==> src/rtl/mmio_servo_responder.sv <==
// Memory-mapped responder for an 8-register I/O window that drives four servo PWM channels.
// Pulse widths go through shadow registers that only reload at a frame start.
module mmio_servo_responder #(
    parameter int unsigned     WIDTH        = 16,
    parameter logic [WIDTH-1:0] BASE         = 16'hD000,
    parameter logic [WIDTH-1:0] PULSE_RST    = 16'd1500,
    parameter logic [WIDTH-1:0] PERIOD_RST   = 16'd20000,
    parameter logic [WIDTH-1:0] PRESCALE_RST = 16'd49
) (
    input  logic             clk_i,
    input  logic             rst_ni,
    input  logic [WIDTH-1:0] address_i,
    input  logic [WIDTH-1:0] wdata_i,
    input  logic             we_i,
    input  logic             re_i,
    output logic [WIDTH-1:0] rdata_o,
    output logic             rvalid_o,
    output logic [3:0]       pwm_out_o
);

    localparam int unsigned NumCh = 4;

    logic [WIDTH-1:0] offs_full;
    logic [2:0]       offset;
    logic             hit, wr, rd;
    logic             enable, tick, frame_start;
    logic [WIDTH-1:0] period_eff;

    logic [4:0]       ctrl_q, ctrl_d;
    logic [WIDTH-1:0] pulse_q [NumCh];
    logic [WIDTH-1:0] pulse_d [NumCh];
    logic [WIDTH-1:0] sh_q [NumCh];
    logic [WIDTH-1:0] sh_d [NumCh];
    logic [WIDTH-1:0] period_q, period_d;
    logic [WIDTH-1:0] prescale_q, prescale_d;
    logic [WIDTH-1:0] pre_q, pre_d;
    logic [WIDTH-1:0] cnt_q, cnt_d;
    logic             flag_q, flag_d;
    logic [7:0]       fcount_q, fcount_d;
    logic [WIDTH-1:0] rdata_q, rdata_d;
    logic             rvalid_q, rvalid_d;
    logic [3:0]       pwm_q, pwm_d;

    // Unsigned wrap-around makes addresses below BASE miss as well.
    assign offs_full   = address_i - BASE;
    assign hit         = offs_full < WIDTH'(8);
    assign offset      = offs_full[2:0];
    assign wr          = hit & we_i;
    assign rd          = hit & re_i & ~we_i;

    assign enable      = ctrl_q[0];
    assign period_eff  = (period_q == '0) ? WIDTH'(1) : period_q;
    // >= keeps the prescaler from running off if PRESCALE is lowered below the count.
    assign tick        = enable && (pre_q >= prescale_q);
    assign frame_start = tick && (cnt_q >= period_eff - WIDTH'(1));

    always_comb begin
        ctrl_d     = ctrl_q;
        pulse_d    = pulse_q;
        sh_d       = sh_q;
        period_d   = period_q;
        prescale_d = prescale_q;
        pre_d      = pre_q;
        cnt_d      = cnt_q;
        flag_d     = flag_q;
        fcount_d   = fcount_q;
        rdata_d    = rdata_q;
        rvalid_d   = 1'b0;
        pwm_d      = '0;

        if (!enable) begin
            pre_d = '0;
            cnt_d = '0;
            sh_d  = pulse_q;
        end else begin
            pre_d = tick ? '0 : pre_q + WIDTH'(1);
            if (tick) begin
                cnt_d = frame_start ? '0 : cnt_q + WIDTH'(1);
            end
            // Old PULSE values are captured, so a same-edge write waits a frame.
            if (frame_start) begin
                sh_d = pulse_q;
            end
        end

        for (int n = 0; n < NumCh; n++) begin
            pwm_d[n] = enable & ctrl_q[n+1] & (cnt_q < sh_q[n]);
        end

        if (wr) begin
            unique case (offset)
                3'd0: ctrl_d     = wdata_i[4:0];
                3'd1: pulse_d[0] = wdata_i;
                3'd2: pulse_d[1] = wdata_i;
                3'd3: pulse_d[2] = wdata_i;
                3'd4: pulse_d[3] = wdata_i;
                3'd5: period_d   = wdata_i;
                3'd6: prescale_d = wdata_i;
                3'd7: if (wdata_i[0]) flag_d = 1'b0;
            endcase
        end

        if (frame_start) begin
            flag_d   = 1'b1;
            fcount_d = fcount_q + 8'd1;
        end

        if (rd) begin
            rvalid_d = 1'b1;
            unique case (offset)
                3'd0: rdata_d = WIDTH'(ctrl_q);
                3'd1: rdata_d = pulse_q[0];
                3'd2: rdata_d = pulse_q[1];
                3'd3: rdata_d = pulse_q[2];
                3'd4: rdata_d = pulse_q[3];
                3'd5: rdata_d = period_q;
                3'd6: rdata_d = prescale_q;
                3'd7: rdata_d = WIDTH'({fcount_q, 7'd0, flag_q});
            endcase
        end
    end

    always_ff @(posedge clk_i or negedge rst_ni) begin
        if (!rst_ni) begin
            ctrl_q     <= '0;
            period_q   <= PERIOD_RST;
            prescale_q <= PRESCALE_RST;
            pre_q      <= '0;
            cnt_q      <= '0;
            flag_q     <= 1'b0;
            fcount_q   <= '0;
            rdata_q    <= '0;
            rvalid_q   <= 1'b0;
            pwm_q      <= '0;
            for (int n = 0; n < NumCh; n++) begin
                pulse_q[n] <= PULSE_RST;
                sh_q[n]    <= PULSE_RST;
            end
        end else begin
            ctrl_q     <= ctrl_d;
            pulse_q    <= pulse_d;
            sh_q       <= sh_d;
            period_q   <= period_d;
            prescale_q <= prescale_d;
            pre_q      <= pre_d;
            cnt_q      <= cnt_d;
            flag_q     <= flag_d;
            fcount_q   <= fcount_d;
            rdata_q    <= rdata_d;
            rvalid_q   <= rvalid_d;
            pwm_q      <= pwm_d;
        end
    end

    assign rdata_o   = rdata_q;
    assign rvalid_o  = rvalid_q;
    assign pwm_out_o = pwm_q;

endmodule
==> config.mk <==
export PLATFORM = sky130hd
export DESIGN_NAME = mmio_servo_responder
export DESIGN_NICKNAME = d
export VERILOG_FILES = /design/src/rtl/mmio_servo_responder.sv
export SDC_FILE = /design/constraint.sdc
export NUM_CORES = 1
export LEC_CHECK = 0
export ABC_AREA = 1
export BUFFER_PORTS_ARGS = -buffer_cell sky130_fd_sc_hd__buf_4
export CAP_MARGIN = 10
export CORE_MARGIN = 1
export CORE_UTILIZATION = 56
export CTS_CLUSTER_SIZE = 30
export DETAILED_ROUTE_END_ITERATION = 6
export HOLD_SLACK_MARGIN = 0.12
export PLACE_DENSITY_LB_ADDON = 0.1
export SETUP_SLACK_MARGIN = 0.02
export SLEW_MARGIN = 20
export SYNTH_ARGS = -nofsm -noshare
export SYNTH_HDL_FRONTEND = slang
export SYNTH_SLANG_ARGS = --single-unit
==> constraint.sdc <==
create_clock -name clk_i -period 3.15 [get_ports clk_i]
set_input_delay 0.63 -clock clk_i [delete_from_list [all_inputs] [get_ports clk_i]]
set_output_delay 0.63 -clock clk_i [all_outputs]
set_load 0.03 [all_outputs]
==> Word-level counts from Yosys, hierarchy flattened <==
Cells that the tools add are included.
{ "word_totals": {"out_inout_bits": 21, "ff_bits": 227, "wordCells": 80} }
{ "op_classes": {"n_eq_ne": 9, "n_bitwise": 12, "n_reduce_logical": 15, "muxes": 14, "addsub": 5, "order_cmp": 7} }
{ "ops": {"columns": ["cell", "count"], "rows": [
  ["64-bit 2-to-1 mux", 2],
  ["16-bit one-hot mux with 8 select lines", 1],
  ["16-bit 2-to-1 mux", 6],
  ["16-bit < comparator", 4],
  ["16-bit by 1-bit adder with 16-bit output (second input constant)", 2],
  ["16-bit >= comparator", 2],
  ["16-bit logical NOT", 1],
  ["16-bit by 4-bit < comparator with 1-bit output (second input constant)", 1],
  ["16-bit by 1-bit subtractor with 16-bit output (second input constant)", 1],
  ["16-bit subtractor (second input constant)", 1],
  ["2-bit AND reduction", 7],
  ["3-bit == test (second input constant)", 4],
  ["1-bit bitwise AND", 11],
  ["8-bit by 1-bit adder with 8-bit output (second input constant)", 1],
  ["3-bit by 2-bit == test with 1-bit output (second input constant)", 2],
  ["2-bit nonzero test", 3],
  ["1-bit 2-to-1 mux", 5],
  ["2-bit inequality test (second input constant)", 2],
  ["3-bit by 1-bit == test with 1-bit output (second input constant)", 1],
  ["3-bit logical NOT", 1],
  ["3-bit AND reduction", 1],
  ["1-bit logical AND", 2],
  ["1-bit NOT", 1]
]} }

==> Longest topological paths before layout <==
Gate-level depths: netlist (run 1).
{ "depth": {"ltp_word": 8, "ltp_mapped": 25, "depth_no_buf": 24} }

==> Least setup slack after synthesis (run 1) <==
No wires, ideal clock.
{ "synth_timing": {"path_kind": "register to register", "from": "register period_q[5]", "to": "register sh_q[21] (netlist bit)", "arrival_time_ns": 3.095, "period_less_slack_ns": 3.212, "t_required_ns": 3.033, "path_buffers": 2, "path_stages_with_launch": 26, "path_slack_ns": -0.062, "cell_sequence": "dfstp_2 nor2_1 nand3_1 nor2_1 nand2_1 nand2_1 inv_1 ha_1 nand2_1 nor2_1 nand3_1 nor3_1 xor2_1 inv_1 ha_1 nand2_1 inv_1 nand3_1 nor2_1 nand4_1 nand3_1 nand2_2 buf_4 buf_6 nand3_1 nand2_1"} }
{ "synth_via": {"elab_chain_cells": 6} }
{ "synth_lines": {"columns": ["element", "line_no", "source"], "rows": [
  ["start, declared", "34", "logic [WIDTH-1:0] period_q, period_d;"],
  ["start signal, assigned", "143", "period_q <= period_d;"],
  ["16-bit logical NOT", "52", "assign period_eff = (period_q == '0) ? WIDTH'(1) : period_q;"],
  ["16-bit 2-to-1 mux (*)", "52", null],
  ["16-bit by 1-bit subtractor with 16-bit output (*)", "55", "assign frame_start = tick && (cnt_q >= period_eff - WIDTH'(1));"],
  ["16-bit >= comparator (*)", "55", null],
  ["1-bit logical AND (*)", "55", null],
  ["2-bit inequality test (no source line) (*)", null, null],
  ["end signal, assigned by index", "137", "sh_q[n] <= PULSE_RST;"],
  ["end signal, assigned", "142", "sh_q <= sh_d;"],
  ["end, declared", "32", "logic [WIDTH-1:0] sh_q [NumCh];"]
]} }
Every way passes the cells marked *; elsewhere a longest branch is shown, timed or not.
A chain may end at the register's enable or synchronous reset.

==> Worst setup path in the final report (run 1) <==
{ "layout_timing": {"from": "register period_q[9]", "to": "register sh_q[61] (netlist bit)"} }
Same word-level chain as after synthesis.

==> impl_metrics.xml, run 1 <==
<?xml version="1.0" encoding="UTF-8"?>
<metrics>
  <group name="outcome">
    <metric name="outcome" unit="">finished with violations</metric>
    <metric name="violated_checks" unit="">negative setup slack</metric>
  </group>
  <group name="logic_synthesis">
    <metric name="dominant_combinational_cell_family_by_area_after_synthesis" unit="">simple AND/OR/NAND/NOR gates</metric>
    <metric name="syn-instance-count" unit="">1609</metric>
    <metric name="synth.ff_latch_count" unit="">227</metric>
    <metric name="synth_edf_count" unit="">0</metric>
    <metric name="synth_area" unit="um2">12900</metric>
    <metric name="ys_async_rst_share" unit="%">100</metric>
    <metric name="syn_avg_cell_area" unit="um2">7.99</metric>
    <metric name="synth.yosys.warnings" unit="">0</metric>
    <metric name="yosysUniqueCellTypes" unit="">41</metric>
    <metric name="synth_common_cells" unit="">nand2_1 (467), inv_1 (229), dfrtp_1 (163), o21ai_0 (134), nand3_1 (105)</metric>
    <metric name="yosys.area_share.xor_xnor" unit="%">2.38</metric>
    <metric name="muxShareOfSynthArea" unit="%">0</metric>
    <metric name="synth.top_cells.by_area" unit="">dfrtp_1 (32%), nand2_1 (14%), dfstp_2 (13%), ha_1 (9.3%), inv_1 (6.7%)</metric>
    <metric name="synth_compound_area_share" unit="%">10.7</metric>
    <metric name="fraction_of_the_yosys_area_taken_by_sequential_cells" unit="%">44.8</metric>
    <metric name="synthSimpleGateAreaFrac" unit="%">23.5</metric>
    <metric name="synth_flop_cell" unit="">dfrtp_1</metric>
    <metric name="syn-num-nets" unit="">1741</metric>
    <metric name="yosysMostFrequentCell" unit="">nand2_1</metric>
    <metric name="synth_area_in_adders" unit="%">9.34</metric>
    <metric name="synth_top_cell_by_area" unit="">dfrtp_1</metric>
    <metric name="synth_top_cell_area_share" unit="%">31.7</metric>
  </group>
  <group name="clock_tree">
    <metric name="total_clock_buffers_created_by_cts" unit="">26</metric>
    <metric name="cts_h_tree_lvls" unit="">1</metric>
    <metric name="cts.sinks" unit="">227</metric>
    <metric name="clkSlewWorstSetupHoldPaths" unit="ns">0.06</metric>
    <metric name="cts.path.max_buffers" unit="">3</metric>
    <metric name="clk_latency" unit="ns">0.54</metric>
    <metric name="root_buffer" unit="">clkbuf_16</metric>
    <metric name="clock_tree_from_tritoncts" unit="">built</metric>
  </group>
  <group name="power">
    <metric name="clock_power_share" unit="%">47.5</metric>
    <metric name="pwr-share-comb" unit="%">6.5</metric>
    <metric name="ir_worst_vdd" unit="mV">0.390</metric>
    <metric name="netSwitchingFraction" unit="%">24.0</metric>
    <metric name="power_density" unit="nW/um2">435</metric>
    <metric name="design_power_total" unit="mW">6.59</metric>
    <metric name="leakage" unit="nW">8.02</metric>
    <metric name="internal_power" unit="mW">5.01</metric>
    <metric name="seqPwrFrac" unit="%">46.0</metric>
    <metric name="net-switching-power" unit="mW">1.58</metric>
  </group>
  <group name="worst_setup_path">
    <metric name="crit_path_max_fanout" unit="">8</metric>
    <metric name="r2r.worst_path.cells" unit="">26</metric>
    <metric name="cpMostUsedCell" unit="">nand2_1</metric>
    <metric name="cp-start-kind" unit="">flip-flop</metric>
    <metric name="cp_top_family" unit="">simple AND/OR/NAND/NOR gates</metric>
    <metric name="worst-path-stages" unit="">26</metric>
    <metric name="cp_capture_type" unit="">flip-flop</metric>
    <metric name="critical_path_arrival" unit="ns">3.67</metric>
    <metric name="cp_slowest_stage_delay" unit="ns">0.54</metric>
    <metric name="worst-path-buf-inv" unit="">5</metric>
    <metric name="critPathKind" unit="">flip-flop to flip-flop</metric>
    <metric name="crit_path_top_delay_cell" unit="">dfstp_2</metric>
    <metric name="timing.critical_path.required" unit="ns">3.57</metric>
  </group>
  <group name="final_layout">
    <metric name="n_antenna_cell" unit="">0</metric>
    <metric name="layout.filler_cells" unit="">1844</metric>
    <metric name="fraction_of_final_layout_cells_with_drive_strength_greater_than_1" unit="%">17.7</metric>
    <metric name="final_net_count" unit="">1828</metric>
    <metric name="layout-area-overhead-vs-synth" unit="%">17.7</metric>
    <metric name="finalInstanceArea" unit="um2">15100</metric>
  </group>
  <group name="global_routing">
    <metric name="first_global_vias" unit="">10800</metric>
    <metric name="grt_overflow_total" unit="">0</metric>
    <metric name="grt_first_pass_wirelength" unit="mm">59.6</metric>
    <metric name="maximum_number_of_pins_on_one_net_before_global_route_repair" unit="">81</metric>
    <metric name="antenna_found_initial" unit="">0</metric>
    <metric name="groute.usage.overall" unit="%">32.3</metric>
  </group>
  <group name="detailed_routing">
    <metric name="dr.pass1.iters" unit="">5</metric>
    <metric name="drt-total-wl" unit="mm">37.3</metric>
    <metric name="via_per_inst" unit="">5.62</metric>
    <metric name="detailroute.via_count" unit="">11200</metric>
    <metric name="post-route-drc-count" unit="">0</metric>
    <metric name="wire_per_inst" unit="um">18.7</metric>
    <metric name="final_antenna_net_count" unit="">0</metric>
    <metric name="drt_iter0_drc" unit="">1103</metric>
  </group>
  <group name="floorplanning">
    <metric name="initial_utilization" unit="%">57.0</metric>
    <metric name="die_area" unit="um2">23600</metric>
    <metric name="die_width" unit="um">154</metric>
    <metric name="num_rows" unit="">55</metric>
    <metric name="fp.dieH" unit="um">154</metric>
    <metric name="fp.coreArea" unit="um2">22600</metric>
    <metric name="io_pins" unit="">57</metric>
  </group>
  <group name="sta">
    <metric name="period_needed" unit="ns">3.25</metric>
    <metric name="timing.final.max_slew_violations" unit="">0</metric>
    <metric name="finalCritPeriodShare" unit="%">103</metric>
    <metric name="grt_setup_unrepaired" unit="">yes</metric>
    <metric name="timing.max_slew.rel_slack" unit="%">38.4</metric>
    <metric name="fmax" unit="MHz">308</metric>
    <metric name="final.setup.worst_slack" unit="ns">-0.0964</metric>
    <metric name="timing.setup.tns" unit="ns">-3.99</metric>
    <metric name="setup_viol" unit="">72</metric>
    <metric name="fin_worst_skew" unit="ns">0.0119</metric>
    <metric name="tightest_slew" unit="ns">0.925</metric>
    <metric name="final_hold_viol_count" unit="">0</metric>
  </group>
  <group name="run">
    <metric name="drv.max_cap_violation_count" unit="">0</metric>
  </group>
  <group name="hold_path">
    <metric name="worst_hold_path_type" unit="">primary input to flip-flop</metric>
    <metric name="hold_depth" unit="">3</metric>
  </group>
  <group name="place">
    <metric name="postPlaceCellArea" unit="um2">13700</metric>
    <metric name="dp_hpwl" unit="mm">25.8</metric>
    <metric name="number_of_input_and_output_port_buffers_inserted" unit="">56</metric>
    <metric name="gp_congestion" unit="">1.00</metric>
    <metric name="pre_cts_ws" unit="ns">-0.135</metric>
  </group>
</metrics>
[routing by layer]
layer,global-route usage (%),part of all wire [%]
met1,47.0,44
met2,49.6,45
met3,4.68,7.5
met4,11.1,3.2
met5,0,0
[per-stage QoR]
step | hold WS [ns] | std cells | util (%)
2_1_floorplan | 0.334 | 1609 | -
3_3_place_gp | 0.449 | 1938 | 60.7
3_5_place_dp | 0.453 | 1938 | 60.7
4_1_cts | 0.357 | 2001 | 66.3
5_1_grt | 0.368 | 2001 | 67.1
6_report | 0.372 | 2001 | 67.1
[kinds of logic after synthesis]
family | count (synthesis)
AO/OA/AOI/OAI | 255
XOR/XNOR | 35
adder cells (fa/ha/maj) | 96
buffers and inverters | 288
flip-flops | 227
AND/OR/NAND/NOR | 708
[cell usage in the layout, fill, tap and decap left out, types with 7 or more instances in the layout]
cell type / n
clkbuf_16: 28
o22ai_1: 29
nor2_4: 7
dfrtp_1: 162
nand3_1: 101
buf_4: 94
xor2_1: 25
nor2_2: 8
nor2_1: 56
nand2_2: 28
a21oi_1: 56
xnor2_1: 7
dfstp_2: 64
o21ai_0: 131
nand4_1: 26
o21ai_1: 19
clkbuf_8: 7
nand2_1: 427
ha_1: 94
inv_1: 224
nand2_4: 14
nor3_1: 26
[tightest hold or removal path, cell delays in order]
cell and delay [ns]:
buf_4 0.13, nand2_1 0.05, o21ai_0 0.06
[timing repair]
item / 4_1_cts / 5_1_grt
hold buffers: 1 / 0
gates resized for setup: 49 / 51
endpoints found under the hold margin: 22 / 0
endpoints found under the setup margin: 88 / 89
pin swaps: 14 / 23
gates cloned: 5 / 1
setup buffers: 9 / 1
[cell type report]
| type | count | area, um2 | area share (%) |
|---|---|---|---|
| clock buffer | 40 | 795 | 5.25 |
| clock inverter | 8 | 93.8 | 0.620 |
| tap | 285 | 357 | 2.35 |
| multi-input combinational | 1094 | 6160 | 40.7 |
| inverter | 232 | 877 | 5.79 |
| sequential | 227 | 5760 | 38.0 |
| timing repair buffer | 115 | 1100 | 7.29 |
[final timing paths]
kind / startpoint / to / slack, ns
max: period_q[9]$_DFFE_PN1P_ / sh_q[61]$_DFFE_PN0P_ / -0.1
min: wdata_i[12] / pulse_q[28]$_DFFE_PN0P_ / 0.37
max reg2reg: period_q[9]$_DFFE_PN1P_ / sh_q[61]$_DFFE_PN0P_ / -0.1
min reg2reg: pulse_q[6]$_DFFE_PN1P_ / sh_q[6]$_DFFE_PN1P_ / 0.46
max in group asynchronous: rst_ni / sh_q[39]$_DFFE_PN1P_ / 1.81
min in group asynchronous: rst_ni / sh_q[27]$_DFFE_PN0P_ / 0.56
[registers in the layout, summed over array words and instances, names as in the netlist]
signal	count
rdata_o	16
pwm_out_o	4
prescale_q	16
pre_q	16
sh_q	64
cnt_q	16
fcount_q	8
ctrl_q	5
period_q	16
rvalid_o	1
flag_q	1
pulse_q	64
[power by group through the flow]
stage	Combinational [mW]	Sequential (mW)	Clock, mW
final	0.430	3.03	3.13
after global routing	0.474	3.03	3.27
after CTS	0.428	3.03	3.16
after detailed placement	0.424	3.08	0
after global placement	0.418	3.08	0
after floorplan	0.192	3.08	0
No activity file was read; power rests on OpenSTA's default activity.
==> run 2: changes to the inputs <==
--- a/config.mk
+++ b/config.mk
@@ -9,9 +9,10 @@
 export BUFFER_PORTS_ARGS = -buffer_cell sky130_fd_sc_hd__buf_4
 export CAP_MARGIN = 10
 export CORE_MARGIN = 1
-export CORE_UTILIZATION = 56
+export CORE_UTILIZATION = 60
 export CTS_CLUSTER_SIZE = 30
 export DETAILED_ROUTE_END_ITERATION = 6
+export GPL_TIMING_DRIVEN = 0
 export HOLD_SLACK_MARGIN = 0.12
 export PLACE_DENSITY_LB_ADDON = 0.1
 export SETUP_SLACK_MARGIN = 0.02
==> constraint.sdc (replaced) <==
create_clock -name clk_i -period 3.05 [get_ports clk_i]
set_input_delay 0.61 -clock clk_i [delete_from_list [all_inputs] [get_ports clk_i]]
set_output_delay 0.61 -clock clk_i [all_outputs]
set_load 0.03 [all_outputs]
==> impl_metrics.xml, run 2 (synthesized netlist as in run 1, its figures left out) <==
<?xml version="1.0" encoding="UTF-8"?>
<metrics>
  <group name="global_routing">
    <metric name="groute.usage.overall" unit="%">37.6</metric>
    <metric name="maximum_number_of_pins_on_one_net_before_global_route_repair" unit="">92</metric>
    <metric name="grt_first_pass_wirelength" unit="mm">62.5</metric>
    <metric name="antenna_found_initial" unit="">0</metric>
    <metric name="grt_overflow_total" unit="">0</metric>
    <metric name="first_global_vias" unit="">11200</metric>
  </group>
  <group name="floorplanning">
    <metric name="fp.dieH" unit="um">148</metric>
    <metric name="die_area" unit="um2">22000</metric>
    <metric name="initial_utilization" unit="%">61.2</metric>
    <metric name="die_width" unit="um">148</metric>
    <metric name="io_pins" unit="">57</metric>
    <metric name="num_rows" unit="">53</metric>
    <metric name="fp.coreArea" unit="um2">21000</metric>
  </group>
  <group name="sta">
    <metric name="final.setup.worst_slack" unit="ns">-0.282</metric>
    <metric name="timing.max_slew.rel_slack" unit="%">51.6</metric>
    <metric name="setup_viol" unit="">85</metric>
    <metric name="tightest_slew" unit="ns">0.726</metric>
    <metric name="fmax" unit="MHz">300</metric>
    <metric name="finalCritPeriodShare" unit="%">109</metric>
    <metric name="timing.setup.tns" unit="ns">-17.81</metric>
    <metric name="period_needed" unit="ns">3.33</metric>
    <metric name="timing.final.max_slew_violations" unit="">0</metric>
    <metric name="final_hold_viol_count" unit="">0</metric>
    <metric name="fin_worst_skew" unit="ns">0.0115</metric>
    <metric name="grt_setup_unrepaired" unit="">yes</metric>
  </group>
  <group name="power">
    <metric name="clock_power_share" unit="%">47.7</metric>
    <metric name="power_density" unit="nW/um2">450</metric>
    <metric name="seqPwrFrac" unit="%">45.9</metric>
    <metric name="netSwitchingFraction" unit="%">24.0</metric>
    <metric name="ir_worst_vdd" unit="mV">0.426</metric>
    <metric name="design_power_total" unit="mW">6.82</metric>
    <metric name="leakage" unit="nW">7.99</metric>
    <metric name="net-switching-power" unit="mW">1.64</metric>
    <metric name="internal_power" unit="mW">5.18</metric>
    <metric name="pwr-share-comb" unit="%">6.4</metric>
  </group>
  <group name="detailed_routing">
    <metric name="wire_per_inst" unit="um">20.0</metric>
    <metric name="final_antenna_net_count" unit="">0</metric>
    <metric name="met2RoutedLength" unit="mm">17.7</metric>
    <metric name="topRoutingLayerUsed" unit="">met4</metric>
    <metric name="via_per_inst" unit="">5.77</metric>
    <metric name="dr.pass1.iters" unit="">5</metric>
    <metric name="drt_iter0_drc" unit="">1072</metric>
    <metric name="route.layer.met1.wl" unit="mm">16.8</metric>
    <metric name="routed-wl-met3" unit="mm">3.51</metric>
    <metric name="drt-total-wl" unit="mm">40.2</metric>
    <metric name="post-route-drc-count" unit="">0</metric>
    <metric name="detailroute.via_count" unit="">11600</metric>
  </group>
  <group name="worst_setup_path">
    <metric name="timing.rr.end" unit="">sh_q[59]$_DFFE_PN0P_</metric>
    <metric name="critical_path_arrival" unit="ns">3.75</metric>
    <metric name="crit_path_max_fanout" unit="">10</metric>
    <metric name="critPathKind" unit="">flip-flop to flip-flop</metric>
    <metric name="r2r.worst_path.cells" unit="">25</metric>
    <metric name="r2r-start" unit="">period_q[14]$_DFFE_PN1P_</metric>
    <metric name="cp_capture_type" unit="">flip-flop</metric>
    <metric name="timing.critical_path.required" unit="ns">3.47</metric>
    <metric name="cp-start-kind" unit="">flip-flop</metric>
    <metric name="crit_path_top_delay_cell" unit="">dfstp_2</metric>
    <metric name="cp_slowest_stage_delay" unit="ns">0.55</metric>
    <metric name="r2r_slack" unit="ns">-0.28</metric>
  </group>
  <group name="place">
    <metric name="number_of_input_and_output_port_buffers_inserted" unit="">53</metric>
    <metric name="pre_cts_ws" unit="ns">-0.451</metric>
    <metric name="dp_hpwl" unit="mm">29.3</metric>
    <metric name="postPlaceCellArea" unit="um2">13700</metric>
    <metric name="gp_congestion" unit="">1.01</metric>
  </group>
  <group name="run">
    <metric name="drv.max_cap_violation_count" unit="">0</metric>
  </group>
  <group name="hold_path">
    <metric name="holdPathEnd" unit="">period_q[5]$_DFFE_PN1P_</metric>
    <metric name="worst_hold_path_type" unit="">primary input to flip-flop</metric>
    <metric name="hold_depth" unit="">3</metric>
    <metric name="hold_path_startpoint" unit="">wdata_i[5]</metric>
  </group>
  <group name="final_layout">
    <metric name="largest_registers" unit="">pulse_q (64), sh_q (64)</metric>
    <metric name="layout_commonest_cell" unit="">nand2_1</metric>
    <metric name="final_net_count" unit="">1849</metric>
    <metric name="mostFrequentLayoutCells" unit="">nand2_1 (446), inv_1 (224), dfrtp_1 (163), o21ai_0 (131), ha_1 (95)</metric>
    <metric name="layout-area-overhead-vs-synth" unit="%">17.9</metric>
    <metric name="fraction_of_final_layout_cells_with_drive_strength_greater_than_1" unit="%">17.7</metric>
    <metric name="finalInstanceArea" unit="um2">15200</metric>
    <metric name="n_antenna_cell" unit="">0</metric>
  </group>
  <group name="outcome">
    <metric name="outcome" unit="">finished with violations</metric>
    <metric name="violated_checks" unit="">negative setup slack</metric>
  </group>
  <group name="clock_tree">
    <metric name="cts.sinks" unit="">227</metric>
    <metric name="cts_h_tree_lvls" unit="">1</metric>
    <metric name="clock_tree_from_tritoncts" unit="">built</metric>
    <metric name="root_buffer" unit="">clkbuf_16</metric>
    <metric name="total_clock_buffers_created_by_cts" unit="">26</metric>
    <metric name="cts.path.max_buffers" unit="">3</metric>
    <metric name="clk_latency" unit="ns">0.53</metric>
    <metric name="clkSlewWorstSetupHoldPaths" unit="ns">0.06</metric>
  </group>
</metrics>
## run 2: per-stage QoR
stage,hold WS [ns],instances,utilization [%]
after global placement,0.455,1937,65.0
final,0.358,2012,72.1
after global routing,0.372,2012,72.1
after CTS,0.345,2009,71.2
after floorplan,0.314,1609,-
after detailed placement,0.452,1939,65.3
## run 2: timing repair
action | CTS | global route
gates resized for setup | 42 | 58
hold buffers | 1 | 0
setup buffers | 17 | 4
hold endpoints to repair | 40 | 0
pin swaps | 15 | 17
endpoints found under the setup margin | 89 | 89
cloned | 4 | 2
## run 2: power groups by stage
stage / clock (mW) / sequential [mW] / combinational, mW
final: 3.25 / 3.13 / 0.438
after global routing: 3.39 / 3.14 / 0.485
after CTS: 3.26 / 3.13 / 0.435
after detailed placement: 0 / 3.18 / 0.431
after global placement: 0 / 3.18 / 0.412
after floorplan: 0 / 3.18 / 0.199
## run 2: final cells by class
cell class	instances	area [um2]
fillers	1639	5860
well taps	275	344
plain buffers	55	414
repair buffers	80	699
clock inverters	13	146
flip-flops and latches	227	5760
multi-input cells	1095	6180
inverters	232	876
clock buffers	35	746
## run 2: critical path: cells and delay by family, from the launching register on
kind                     cells  cell delay [ns]
AND/OR/NAND/NOR             16             1.43
flip-flops                   1             0.55
XOR/XNOR                     1             0.21
adder cells (fa/ha/maj)      2             0.41
buffers and inverters        6             0.61
## run 2: worst max-delay path by stage
| stage | start | endpoint | slack (ns) | cells past startpoint |
|---|---|---|---|---|
| 3_5_place_dp | period_q[14]$_DFFE_PN1P_ | sh_q[23]$_DFFE_PN1P_ | -0.45 | 25 |
| 3_3_place_gp | period_q[14]$_DFFE_PN1P_ | sh_q[7]$_DFFE_PN1P_ | -0.39 | 24 |
| 4_1_cts | period_q[14]$_DFFE_PN1P_ | sh_q[25]$_DFFE_PN0P_ | -0.18 | 25 |
| 5_1_grt | period_q[14]$_DFFE_PN1P_ | sh_q[41]$_DFFE_PN0P_ | -0.49 | 25 |
| 2_1_floorplan | period_q[5]$_DFFE_PN1P_ | sh_q[21]$_DFFE_PN0P_ | 0.05 | 25 |
| 6_report | period_q[14]$_DFFE_PN1P_ | sh_q[59]$_DFFE_PN0P_ | -0.28 | 25 |
## run 2: metal layers
metal  track usage [%]  up-vias
met4              18.9        0
met5                 0        -
li1                  -     5436
met1              52.7     5493
met2              57.0      558
met3              5.74      117
==> run 3: changes to the inputs <==
--- a/config.mk
+++ b/config.mk
@@ -10,6 +10,7 @@
 export CAP_MARGIN = 10
 export CORE_MARGIN = 1
 export CORE_UTILIZATION = 60
+export CTS_BUF_LIST = sky130_fd_sc_hd__clkbuf_2
 export CTS_CLUSTER_SIZE = 30
 export DETAILED_ROUTE_END_ITERATION = 6
 export GPL_TIMING_DRIVEN = 0
==> impl_metrics.xml, run 3 (synthesized netlist as in run 1, its figures left out) <==
<?xml version="1.0" encoding="UTF-8"?>
<metrics>
  <group name="detailed_routing">
    <metric name="via_per_inst" unit="">5.65</metric>
    <metric name="route.layer.met1.wl" unit="mm">16.8</metric>
    <metric name="drt_iter0_drc" unit="">1086</metric>
    <metric name="detailroute.via_count" unit="">11800</metric>
    <metric name="drt-total-wl" unit="mm">40.0</metric>
    <metric name="post-route-drc-count" unit="">0</metric>
    <metric name="routed-wl-met3" unit="mm">3.41</metric>
    <metric name="topRoutingLayerUsed" unit="">met4</metric>
    <metric name="dr.pass1.iters" unit="">5</metric>
    <metric name="met2RoutedLength" unit="mm">17.6</metric>
    <metric name="final_antenna_net_count" unit="">0</metric>
    <metric name="wire_per_inst" unit="um">19.1</metric>
  </group>
  <group name="worst_setup_path">
    <metric name="crit_path_top_delay_cell" unit="">dfstp_2</metric>
    <metric name="r2r-start" unit="">period_q[14]$_DFFE_PN1P_</metric>
    <metric name="cp-start-kind" unit="">flip-flop</metric>
    <metric name="cp_slowest_stage_delay" unit="ns">0.57</metric>
    <metric name="r2r.worst_path.cells" unit="">25</metric>
    <metric name="r2r_slack" unit="ns">-0.31</metric>
    <metric name="timing.rr.end" unit="">sh_q[25]$_DFFE_PN0P_</metric>
    <metric name="critical_path_arrival" unit="ns">4.11</metric>
    <metric name="critPathKind" unit="">flip-flop to flip-flop</metric>
    <metric name="timing.critical_path.required" unit="ns">3.81</metric>
    <metric name="cp_capture_type" unit="">flip-flop</metric>
    <metric name="crit_path_max_fanout" unit="">10</metric>
  </group>
  <group name="sta">
    <metric name="grt_setup_unrepaired" unit="">yes</metric>
    <metric name="fin_worst_skew" unit="ns">0.0863</metric>
    <metric name="timing.final.max_slew_violations" unit="">0</metric>
    <metric name="final.setup.worst_slack" unit="ns">-0.309</metric>
    <metric name="hold-worst-slack" unit="ns">0.223</metric>
    <metric name="final_hold_viol_count" unit="">0</metric>
    <metric name="setup_viol" unit="">89</metric>
    <metric name="finalCritPeriodShare" unit="%">110</metric>
    <metric name="fmax" unit="MHz">298</metric>
    <metric name="timing.max_slew.rel_slack" unit="%">52.4</metric>
    <metric name="tightest_slew" unit="ns">0.714</metric>
    <metric name="period_needed" unit="ns">3.36</metric>
  </group>
  <group name="floorplanning">
    <metric name="num_rows" unit="">53</metric>
    <metric name="initial_utilization" unit="%">61.2</metric>
    <metric name="fp.dieH" unit="um">148</metric>
    <metric name="die_width" unit="um">148</metric>
    <metric name="die_area" unit="um2">22000</metric>
    <metric name="io_pins" unit="">57</metric>
    <metric name="fp.coreArea" unit="um2">21000</metric>
  </group>
  <group name="final_layout">
    <metric name="finalInstanceArea" unit="um2">15000</metric>
    <metric name="layout-area-overhead-vs-synth" unit="%">16.3</metric>
    <metric name="final_cell_count_no_fill" unit="">2092</metric>
    <metric name="layout_commonest_cell" unit="">nand2_1</metric>
    <metric name="fraction_of_final_layout_cells_with_drive_strength_greater_than_1" unit="%">19.4</metric>
    <metric name="final_net_count" unit="">1899</metric>
    <metric name="largest_registers" unit="">pulse_q (64), sh_q (64)</metric>
    <metric name="mostFrequentLayoutCells" unit="">nand2_1 (457), inv_1 (225), dfrtp_1 (162), o21ai_0 (131), clkbuf_2 (100)</metric>
  </group>
  <group name="place">
    <metric name="postPlaceCellArea" unit="um2">13700</metric>
    <metric name="gp_congestion" unit="">1.01</metric>
    <metric name="dp_hpwl" unit="mm">29.3</metric>
    <metric name="number_of_input_and_output_port_buffers_inserted" unit="">53</metric>
    <metric name="placed_cells_incl_taps" unit="">1939</metric>
  </group>
  <group name="clock_tree">
    <metric name="cts.sinks" unit="">227</metric>
    <metric name="total_clock_buffers_created_by_cts" unit="">58</metric>
    <metric name="clk_latency" unit="ns">0.93</metric>
    <metric name="clock_tree_from_tritoncts" unit="">built</metric>
    <metric name="cts.path.max_buffers" unit="">3</metric>
    <metric name="clkSlewWorstSetupHoldPaths" unit="ns">0.12</metric>
    <metric name="root_buffer" unit="">clkbuf_2</metric>
    <metric name="cts_h_tree_lvls" unit="">2</metric>
  </group>
  <group name="global_routing">
    <metric name="grt_first_pass_wirelength" unit="mm">62.6</metric>
    <metric name="groute.usage.overall" unit="%">37.9</metric>
    <metric name="first_global_vias" unit="">11400</metric>
    <metric name="grt_overflow_total" unit="">0</metric>
    <metric name="maximum_number_of_pins_on_one_net_before_global_route_repair" unit="">92</metric>
    <metric name="antenna_found_initial" unit="">1</metric>
  </group>
  <group name="hold_path">
    <metric name="worst_hold_path_type" unit="">primary input to flip-flop</metric>
    <metric name="hold_depth" unit="">6</metric>
    <metric name="hold_path_startpoint" unit="">address_i[10]</metric>
    <metric name="holdPathEnd" unit="">rdata_o[8]$_DFFE_PN0P_</metric>
  </group>
  <group name="power">
    <metric name="power_density" unit="nW/um2">381</metric>
    <metric name="design_power_total" unit="mW">5.71</metric>
    <metric name="ir_worst_vdd" unit="mV">0.451</metric>
    <metric name="leakage" unit="nW">8.02</metric>
  </group>
  <group name="outcome">
    <metric name="violated_checks" unit="">negative setup slack</metric>
    <metric name="outcome" unit="">finished with violations</metric>
  </group>
  <group name="run">
    <metric name="drv.max_cap_violation_count" unit="">0</metric>
  </group>
</metrics>
[run 3: worst max path at each step]
stage / slack [ns] / depth (start not counted) / end / from
after floorplan: 0.05 / 25 / sh_q[21]$_DFFE_PN0P_ / period_q[5]$_DFFE_PN1P_
after global placement: -0.39 / 24 / sh_q[7]$_DFFE_PN1P_ / period_q[14]$_DFFE_PN1P_
after detailed placement: -0.45 / 25 / sh_q[23]$_DFFE_PN1P_ / period_q[14]$_DFFE_PN1P_
after CTS: -0.20 / 25 / sh_q[25]$_DFFE_PN0P_ / period_q[14]$_DFFE_PN1P_
after global routing: -0.50 / 25 / sh_q[25]$_DFFE_PN0P_ / period_q[14]$_DFFE_PN1P_
final: -0.31 / 25 / sh_q[25]$_DFFE_PN0P_ / period_q[14]$_DFFE_PN1P_
[run 3: area by class of cell]
cell class | count | area (um2)
multi-input cells | 1094 | 6120
fillers | 1695 | 6060
flip-flops and latches | 227 | 5760
repair buffers | 98 | 906
inverters | 232 | 873
clock buffers | 99 | 495
plain buffers | 56 | 417
well taps | 275 | 344
clock inverters | 10 | 41.3
diodes | 1 | 2.50
[run 3: stage by stage]
stage / setup WS (ns) / TNS, ns / utilization [%]
detailed placement: -0.451 / -32.22 / 65.3
global placement: -0.385 / -76.46 / 65.0
CTS: -0.204 / -11.86 / 70.6
global route: -0.500 / -39.62 / 71.2
floorplan: 0.0466 / 0 / -
finish: -0.309 / -21.51 / 71.2
[run 3: power by group]
group          internal, mW  switching [mW]
clock network         0.842            1.28
logic                 0.156           0.302
registers              3.07          0.0569
total                  4.07            1.64
[run 3: worst max-delay path: cells and delay by family (launching register included)]
| kind | cells | cell delay (ns) |
|---|---|---|
| buffers and inverters | 6 | 0.61 |
| AND/OR/NAND/NOR | 16 | 1.41 |
| adder cells (fa/ha/maj) | 2 | 0.42 |
| flip-flops | 1 | 0.57 |
| XOR/XNOR | 1 | 0.21 |
[run 3: what timing repair did]
action                                 CTS  global route
setup endpoints to repair               89            89
cloned                                   4             1
endpoints found under the hold margin  253             0
pin swaps                               19            13
buffers inserted                        17             1
hold buffers                            20             0
resized for setup                       58            21
[run 3: per-layer routing]
metal  vias to the layer above  GRT usage (%)
met5                         -              0
met4                         0           21.8
met3                       129           6.90
met2                       576           57.1
met1                      5552           51.6
li1                       5573              -
